==> config.mk <==
export PLATFORM = sky130hd
export DESIGN_NAME = count_seq_ctrl
export DESIGN_NICKNAME = d
export VERILOG_FILES = /design/src/rtl/count_seq_ctrl.sv
export SDC_FILE = /design/constraint.sdc
export NUM_CORES = 1
export LEC_CHECK = 0
export ABC_AREA = 0
export BUFFER_PORTS_ARGS = -buffer_cell sky130_fd_sc_hd__buf_2
export CAP_MARGIN = 30
export CORE_UTILIZATION = 46
export DETAILED_ROUTE_END_ITERATION = 8
export PLACE_DENSITY = 0.76
export SYNTH_ARGS = -nofsm -noshare
export SYNTH_HDL_FRONTEND = slang
export SYNTH_SLANG_ARGS = --single-unit
==> constraint.sdc <==
create_clock -name clk -period 2.3 [get_ports clk]
set_clock_uncertainty 0.1 [all_clocks]
set_input_delay 0.345 -clock clk [delete_from_list [all_inputs] [get_ports clk]]
set_output_delay 0.345 -clock clk [all_outputs]
set_load 0.01 [all_outputs]
==> src/rtl/count_seq_ctrl.sv <==
// count_seq_ctrl: run-control sequencer for the 8-bit up/down counter.
//
// On every divider tick (a 1-cycle enable, not a clock) it decides whether
// the counter steps, reloads or holds. It also tracks run status for the
// LED/display layer.
//
// Ports:
//   clk, reset_n        system clock, asynchronous active-low reset
//   tick                1-cycle enable pulse from clock_divider
//   start, stop         1-cycle commands (priority: stop > start > tick)
//   up                  direction switch, 1 = count up
//   mode                00 WRAP, 01 SATURATE, 10 BOUNCE, 11 ONESHOT
//   lo_lim, hi_lim      counting window bounds
//   q                   counter value fed back from the datapath
//   step, cnt_up        1-cycle step strobe and direction to the counter
//   load, load_val      1-cycle reload strobe and reload value
//   running, done       state == RUN / state == DONE
//   lim_hit             1-cycle pulse when a tick finds the counter at a limit
//   cfg_err             lo_lim > hi_lim
//   state_o             current FSM state, for debug and checkers
//
// Interface semantics: there is no valid/ready handshake.
// - tick, start and stop are single-cycle pulses. They are sampled on the clock
//   edge on which they are high.
// - A command (start or stop) in the same cycle as a tick wins, and the tick
//   is dropped.
// - step, load and lim_hit are single-cycle pulses. They appear one clock after
//   the cycle that caused them.
// - The counter applies step or load on the edge after that.
// - Because tick pulses are at least MIN_TICK_GAP cycles apart, q has settled
//   by the time the next tick is evaluated.
module count_seq_ctrl #(
  parameter int W            = 8,
  parameter int MIN_TICK_GAP = 3
) (
  input  logic         clk,
  input  logic         reset_n,
  input  logic         tick,
  input  logic         start,
  input  logic         stop,
  input  logic         up,
  input  logic [1:0]   mode,
  input  logic [W-1:0] lo_lim,
  input  logic [W-1:0] hi_lim,
  input  logic [W-1:0] q,
  output logic         step,
  output logic         cnt_up,
  output logic         load,
  output logic [W-1:0] load_val,
  output logic         running,
  output logic         done,
  output logic         lim_hit,
  output logic         cfg_err,
  output logic [1:0]   state_o
);

  // The feedback path needs two edges per tick: the strobe edge, then the
  // counter update edge. Closer ticks would evaluate a stale q.
  if (MIN_TICK_GAP < 2) begin : g_gap_chk
    $error("count_seq_ctrl: MIN_TICK_GAP must be at least 2");
  end

  typedef enum logic [1:0] {
    ST_IDLE  = 2'd0,
    ST_RUN   = 2'd1,
    ST_PAUSE = 2'd2,
    ST_DONE  = 2'd3
  } state_t;

  localparam logic [1:0] MODE_WRAP    = 2'b00;
  localparam logic [1:0] MODE_SAT     = 2'b01;
  localparam logic [1:0] MODE_BOUNCE  = 2'b10;
  localparam logic [1:0] MODE_ONESHOT = 2'b11;

  state_t         state_q, state_d;
  logic           step_q, step_d;
  logic           cnt_up_q, cnt_up_d;
  logic           load_q, load_d;
  logic [W-1:0]   load_val_q, load_val_d;
  logic           running_q, running_d;
  logic           done_q, done_d;
  logic           lim_hit_q, lim_hit_d;
  logic           cfg_err_q;

  logic           bad_cfg;
  logic           tick_dir;
  logic           out_win;
  logic           at_lim;
  logic [W-1:0]   dir_bound;

  assign bad_cfg = (lo_lim > hi_lim);

  // BOUNCE owns its direction. Every other mode follows the switch from
  // the tick onward, so the limit test uses the direction about to be driven.
  assign tick_dir  = (mode == MODE_BOUNCE) ? cnt_up_q : up;

  // An out-of-window value, for example after the limits moved, counts as a limit.
  assign out_win   = (q < lo_lim) || (q > hi_lim);
  assign at_lim    = out_win || (tick_dir ? (q == hi_lim) : (q == lo_lim));

  // The reload target is the starting bound for the direction of travel.
  assign dir_bound = tick_dir ? lo_lim : hi_lim;

  always_comb begin
    state_d    = state_q;
    step_d     = 1'b0;
    load_d     = 1'b0;
    lim_hit_d  = 1'b0;
    cnt_up_d   = cnt_up_q;
    load_val_d = load_val_q;

    case (state_q)
      ST_IDLE, ST_DONE: begin
        if (stop) begin
          state_d = ST_IDLE;
        end else if (start && !bad_cfg) begin
          cnt_up_d   = up;
          load_d     = 1'b1;
          load_val_d = up ? lo_lim : hi_lim;
          state_d    = ST_RUN;
        end
      end

      ST_RUN: begin
        if (stop) begin
          state_d = ST_PAUSE;
        end else if (start) begin
          // Already running: start is a no-op, and it still drops the tick.
        end else if (tick) begin
          lim_hit_d = at_lim;
          if (mode != MODE_BOUNCE) begin
            cnt_up_d = up;
          end
          if (!at_lim) begin
            step_d = 1'b1;
          end else begin
            case (mode)
              MODE_WRAP: begin
                load_d     = 1'b1;
                load_val_d = dir_bound;
              end
              MODE_SAT: begin
                // Hold at the limit while staying in RUN.
              end
              MODE_BOUNCE: begin
                if (out_win) begin
                  load_d     = 1'b1;
                  load_val_d = dir_bound;
                end else begin
                  // Reverse, and take the first step in the new direction
                  // on this same strobe.
                  cnt_up_d = !cnt_up_q;
                  step_d   = 1'b1;
                end
              end
              MODE_ONESHOT: begin
                state_d = ST_DONE;
              end
              default: begin
              end
            endcase
          end
        end
      end

      ST_PAUSE: begin
        if (stop) begin
          state_d = ST_IDLE;
        end else if (start) begin
          // Resume from the held q, so there is no reload.
          state_d = ST_RUN;
        end
      end

      default: begin
        state_d = ST_IDLE;
      end
    endcase

    running_d = (state_d == ST_RUN);
    done_d    = (state_d == ST_DONE);
  end

  always_ff @(posedge clk or negedge reset_n) begin
    if (!reset_n) begin
      state_q    <= ST_IDLE;
      step_q     <= 1'b0;
      cnt_up_q   <= 1'b1;
      load_q     <= 1'b0;
      load_val_q <= '0;
      running_q  <= 1'b0;
      done_q     <= 1'b0;
      lim_hit_q  <= 1'b0;
      cfg_err_q  <= 1'b0;
    end else begin
      state_q    <= state_d;
      step_q     <= step_d;
      cnt_up_q   <= cnt_up_d;
      load_q     <= load_d;
      load_val_q <= load_val_d;
      running_q  <= running_d;
      done_q     <= done_d;
      lim_hit_q  <= lim_hit_d;
      cfg_err_q  <= bad_cfg;
    end
  end

  assign step     = step_q;
  assign cnt_up   = cnt_up_q;
  assign load     = load_q;
  assign load_val = load_val_q;
  assign running  = running_q;
  assign done     = done_q;
  assign lim_hit  = lim_hit_q;
  assign cfg_err  = cfg_err_q;
  assign state_o  = state_q;

endmodule
==> results.yml, run 1 <==
yosys:
  ys_seq_elements: 17
  synth.distinct_cells: 40
  yosysTopAreaCell: "dfrtp_1"
  netlist.area_leader.share_pct: 25.9
  synth-edff-count: 0
  avgSynthCellArea_um2: 9.47
  ys_warn_count: 0
  ys.flop_type: "dfrtp_1"
  yosysMostFrequentCell: "ha_1"
  netlist_area_mm2: 0.00154
  synth_area_leaders: "dfrtp_1 (26%), ha_1 (21%), mux2_2 (7.3%)"
  yosysSeqAreaShare_pct: 27.6
  synth.net_count: 221
  synth_cells: 163
  synth_common_cells: "ha_1 (26), inv_1 (19), dfrtp_1 (16)"
  async_reset_ff_share_pct: 100
finish:
  drive_above_1_share_pct: 44.8
  final_cells: 294
  syn2layout_area_growth_pct: 40.2
  fillerInstances: 268
  largest_reg_flops: 8
  finalCoreUtilization_pct: 69.2
  diodes: 0
  layout.nets: 309
route:
  vias: 1524
  wl_per_cell_um: 13.2
  ant_nets: 0
  routed_wl_um: 3890
  drt_iter0_drc: 34
  vias_per_cell: 5.18
  dr.pass1.iters: 4
  drc: 0
floorplanning:
  rows: 20
  die-area_mm2: 0.00359
  fp.dieH_um: 59.9
  die_w_um: 59.9
  io_pins: 49
  core_mm2: 0.00313
  initial_core_util_pct: 49.4
sta:
  slew_violations: 0
  rsz0062_at_grt: "no"
  fin_crit_ps: 2230
  final.hold.worst_slack_ps: 256
  fmax_ghz: 0.448
  final-hold-violation-count: 0
  tns_ps: 0
  tightest_slew_ps: 394
  setup_viol: 0
  fin_crit_sh_pct: 97.1
  slew_headroom_pct: 73.8
worst_setup_path:
  critical_path_buf_inv_count: 3
  slowest_stage: "or3_4"
  crit_path_end_kind: "register"
  cpLargestDelayFamily: "simple AND/OR/NAND/NOR gates"
  r2r_setup_slack_ps: 100
  cp.arrival_ps: 2320
  required_ps: 2390
  crit_chain: "buf_2 > inv_1 > ha_1 > nand4_1 > nor2_2 > mux2i_2 > or3_4 > a41oi_4 > buf_4 > mux2_2"
  path_max_fanout: 4
  worstSetupStartpointType: "input pin"
  slowest_delay_ps: 350
  worst-setup-path-type: "in -> reg"
place:
  io_buffers: 48
  gp_congestion: 0.833
  dp_cells: 289
  dp_hpwl_um: 3350
min_path:
  hp-class: "in -> reg"
clock_network:
  cts_inserted_buffers: 3
  clk_latency_ps: 290
  clock_sinks: 17
  cts-htree-levels: 1
  path_clk_slew_ps: 90
  cts_max_path_buffers: 2
  cts_root_buf: "clkbuf_4"
  tritoncts: "built"
  cts_setup_buffers: 0
grt:
  grt.total_usage_pct: 23.9
  grt_pass1_vias: 1541
  grt_pass1_wl_um: 6380
  overflow: 0
  antenna_found_initial: 0
  grt_max_degree: 18
power:
  p_leak_nw: 1.14
  power_density_mw_per_mm2: 650
  power.total_mw: 1.41
  ir_drop_mv: 0.532
job:
  cap_violations: 0
outcome:
  status: "completed"
## worst min-delay path: stages
cell and delay, ps:
buf_2 130, nand3b_1 80, a21oi_1 60
## final cells by class
cell class              instances  area (um^2)  share of cell area, %
clock buffers                   3         22.5                   1.04
clock inverters                 1         5.00                  0.231
inverters                      19         71.3                   3.29
multi-input cells             126         1070                   49.5
flip-flops and latches         17          427                   19.7
well taps                      44         55.1                   2.54
repair buffers                 84          513                   23.7
## per-stage QoR
| stage | cell area [um^2] | worst slack, ps |
|---|---|---|
| after detailed placement | 2110 | -256 |
| after global routing | 2160 | 8.29 |
| after floorplan | 1550 | -38.4 |
| final | 2160 | 65.9 |
| after global placement | 2110 | -237 |
| after CTS | 2150 | 61.3 |
## power by group
group | total [mW] | switching (mW) | internal [mW] | leakage, nW
combinational | 0.781 | 0.376 | 0.405 | 0.908
clock | 0.159 | 0.0937 | 0.0649 | 0.0177
sequential | 0.468 | 0.0590 | 0.409 | 0.213
total | 1.41 | 0.529 | 0.879 | 1.14
## layout by cell type, fill, tap and decap left out, drive strengths merged, types with 2 or more instances in the layout
master and count:
a211oi 3, a21o 3, a21oi 10, buf 83, clkbuf 3, dfrtp 16, ha 26, inv 19
mux2 10, mux2i 9, nand2 9, nand2b 3, nand3 3, nand3b 2, nand4 6, nor2 10
nor2b 5, nor3 3, o211ai 3, o21ai 4
## path summary, 6_finish.rpt
path | startpoint | end | cells past startpoint
worst max register to register | state_o[1]$_DFF_PN0_ | load_val[7]$_DFFE_PN0P_ | 7
worst max-delay path | lo_lim[6] | load_val[7]$_DFFE_PN0P_ | 10
worst min register to register | load_val[4]$_DFFE_PN0P_ | load_val[4]$_DFFE_PN0P_ | 1
worst min-delay path | start | load$_DFF_PN0_ | 3
min in group asynchronous | reset_n | load_val[1]$_DFFE_PN0P_ | 2
max in group asynchronous | reset_n | cnt_up$_DFFE_PN1P_ | 2
## routing by layer
layer	global-route usage [%]	part of all wire, %	vias to the layer above
met1	29.1	46	711
met3	4.98	2.6	6
met5	0	0	-
met2	43.2	51	32
li1	-	-	775
met4	4.98	0.98	0
## what timing repair did
action	4_1_cts	5_1_grt
hold buffers	1	0
endpoints found under the setup margin	0	9
endpoints found under the hold margin	16	0
resized for setup	0	4
## logic make-up after synthesis
group / Yosys count / share of synthesized area [%]
AO/OA/AOI/OAI: 38 / 18.3
AND/OR/NAND/NOR: 43 / 14.7
buffers and inverters: 20 / 4.86
multiplexers: 19 / 13.4
adder cells (fa/ha/maj): 26 / 21.1
flip-flops: 17 / 27.6
No activity file was read; power rests on OpenSTA's default activity.
==> inputs of run 2 (changes only) <==
--- a/config.mk
+++ b/config.mk
@@ -8,9 +8,9 @@
 export ABC_AREA = 0
 export BUFFER_PORTS_ARGS = -buffer_cell sky130_fd_sc_hd__buf_2
 export CAP_MARGIN = 30
-export CORE_UTILIZATION = 46
+export CORE_UTILIZATION = 45
 export DETAILED_ROUTE_END_ITERATION = 8
-export PLACE_DENSITY = 0.76
+export PLACE_DENSITY = 0.75
 export SYNTH_ARGS = -nofsm -noshare
 export SYNTH_HDL_FRONTEND = slang
 export SYNTH_SLANG_ARGS = --single-unit
==> constraint.sdc (replaced) <==
create_clock -name clk -period 2.3 [get_ports clk]
set_clock_uncertainty 0.1 [all_clocks]
set_input_delay 0.345 -clock clk [delete_from_list [all_inputs] [get_ports clk]]
set_output_delay 0.345 -clock clk [all_outputs]
set_load 0.02 [all_outputs]
==> results.yml, run 2 (same netlist as run 1, synthesis figures left out) <==
min_path:
  min_to: "load$_DFF_PN0_"
  hp-class: "in -> reg"
  whs_path_depth: 3
  min_from: "start"
outcome:
  status: "completed"
route:
  drc: 0
  ant_nets: 0
  dr.pass1.iters: 4
  drt_iter0_drc: 55
  vias_per_cell: 5.18
  routed_wl_um: 3760
  wl_per_cell_um: 12.8
  vias: 1518
clock_network:
  cts_max_path_buffers: 2
  cts_inserted_buffers: 3
  path_clk_slew_ps: 110
  clock_sinks: 17
  tritoncts: "built"
  cts_root_buf: "clkbuf_4"
  cts-htree-levels: 1
  clk_latency_ps: 300
place:
  dp_hpwl_um: 3200
  gp_congestion: 0.819
  io_buffers: 48
  dp_cells: 288
grt:
  antenna_found_initial: 0
  grt_max_degree: 18
  grt.total_usage_pct: 22.8
  grt_pass1_wl_um: 6180
  grt_pass1_vias: 1447
  overflow: 0
worst_setup_path:
  required_ps: 2400
  r2r_setup_slack_ps: 90
  worstSetupStartpointType: "register"
  cp.arrival_ps: 2310
  worst-setup-path-type: "reg -> reg"
  crit_path_end_kind: "register"
  r2r_cells: 7
  r2r_end: "load_val[2]$_DFFE_PN0P_"
  path_max_fanout: 5
  reg2reg_from: "state_o[1]$_DFF_PN0_"
finish:
  drive_above_1_share_pct: 44.2
  final_common_cell: "buf_2"
  final_cells: 293
  syn2layout_area_growth_pct: 39.1
  layout_common_cells: "buf_2 (48), buf_4 (33), ha_1 (26)"
  layout.nets: 308
  largest_reg_flops: 8
  diodes: 0
floorplanning:
  initial_core_util_pct: 49.0
  rows: 20
  die-area_mm2: 0.00367
  core_mm2: 0.00315
  fp.dieH_um: 60.6
  io_pins: 49
  die_w_um: 60.6
sta:
  slew_violations: 0
  setup_viol: 0
  rsz0062_at_grt: "no"
  fin_crit_sh_pct: 96.0
  slew_headroom_pct: 71.9
  tns_ps: 0
  fmax_ghz: 0.453
  tightest_slew_ps: 419
  fin_crit_ps: 2210
  final-hold-violation-count: 0
power:
  ir_drop_mv: 0.553
  p_leak_nw: 1.13
  power_density_mw_per_mm2: 701
job:
  cap_violations: 0
## run 2: cell count changes in the layout (fill, tap and decap cells not counted), sizes merged
cell	delta
buf	-1
## run 2: report_power, final
part | switching [mW] | internal [mW] | total (mW)
clock network | 0.104 | 0.0649 | 0.169
registers | 0.0589 | 0.409 | 0.468
logic | 0.451 | 0.416 | 0.868
## run 2: area by class of cell
class,instances,area [um^2]
tap,44,55.1
clock inverter,1,5.00
inverter,19,71.3
fill,274,1010
clock buffer,3,22.5
sequential,17,428
timing repair buffer,83,509
multi-input combinational,126,1060
## run 2: how the worst max path moves through the flow
stage	start	endpoint	depth (start not counted)
6_report	state_o[1]$_DFF_PN0_	load_val[2]$_DFFE_PN0P_	7
5_1_grt	state_o[0]$_DFF_PN0_	load_val[0]$_DFFE_PN0P_	8
4_1_cts	state_o[1]$_DFF_PN0_	load_val[7]$_DFFE_PN0P_	7
3_5_place_dp	hi_lim[2]	load_val[7]$_DFFE_PN0P_	10
3_3_place_gp	hi_lim[2]	load_val[5]$_DFFE_PN0P_	10
2_1_floorplan	hi_lim[7]	load_val[0]$_DFFE_PN0P_	8
## run 2: layer usage
| metal | global-route usage [%] | vias to the layer above | part of all wire [%] |
|---|---|---|---|
| met5 | 0 | - | 0 |
| met4 | 6.82 | 0 | 1.4 |
| met3 | 4.05 | 6 | 4.6 |
| met2 | 37.8 | 41 | 46 |
| met1 | 30.3 | 696 | 48 |
| li1 | - | 775 | - |
## run 2: critical path: stages (launching register included)
cell and delay (ps):
dfrtp_1 440, ha_1 300, nand2b_1 170, nand2b_1 150, o22a_2 250, a41oi_4 190
buf_4 170, mux2_2 330
## run 2: what timing repair did
item                       in CTS  in global routing
hold buffers                    1                  0
setup endpoints to repair       0                  4
resized for setup               0                  1
hold endpoints to repair       16                  0
buffers inserted                0                  0
## run 2: per-stage QoR
step / instance area (um^2) / util (%) / power [mW] / setup slack, ps / hold WS [ps]
finish: 2150 / 68.1 / 1.51 / 91.7 / 252
global route: 2150 / 68.1 / 1.61 / 7.71 / 274
CTS: 2140 / 68.0 / 1.51 / 67.6 / 246
detailed placement: 2110 / 66.8 / 1.34 / -251 / 189
global placement: 2110 / 66.8 / 1.32 / -219 / 182
floorplan: 1560 / - / 0.995 / -38.4 / -50.6
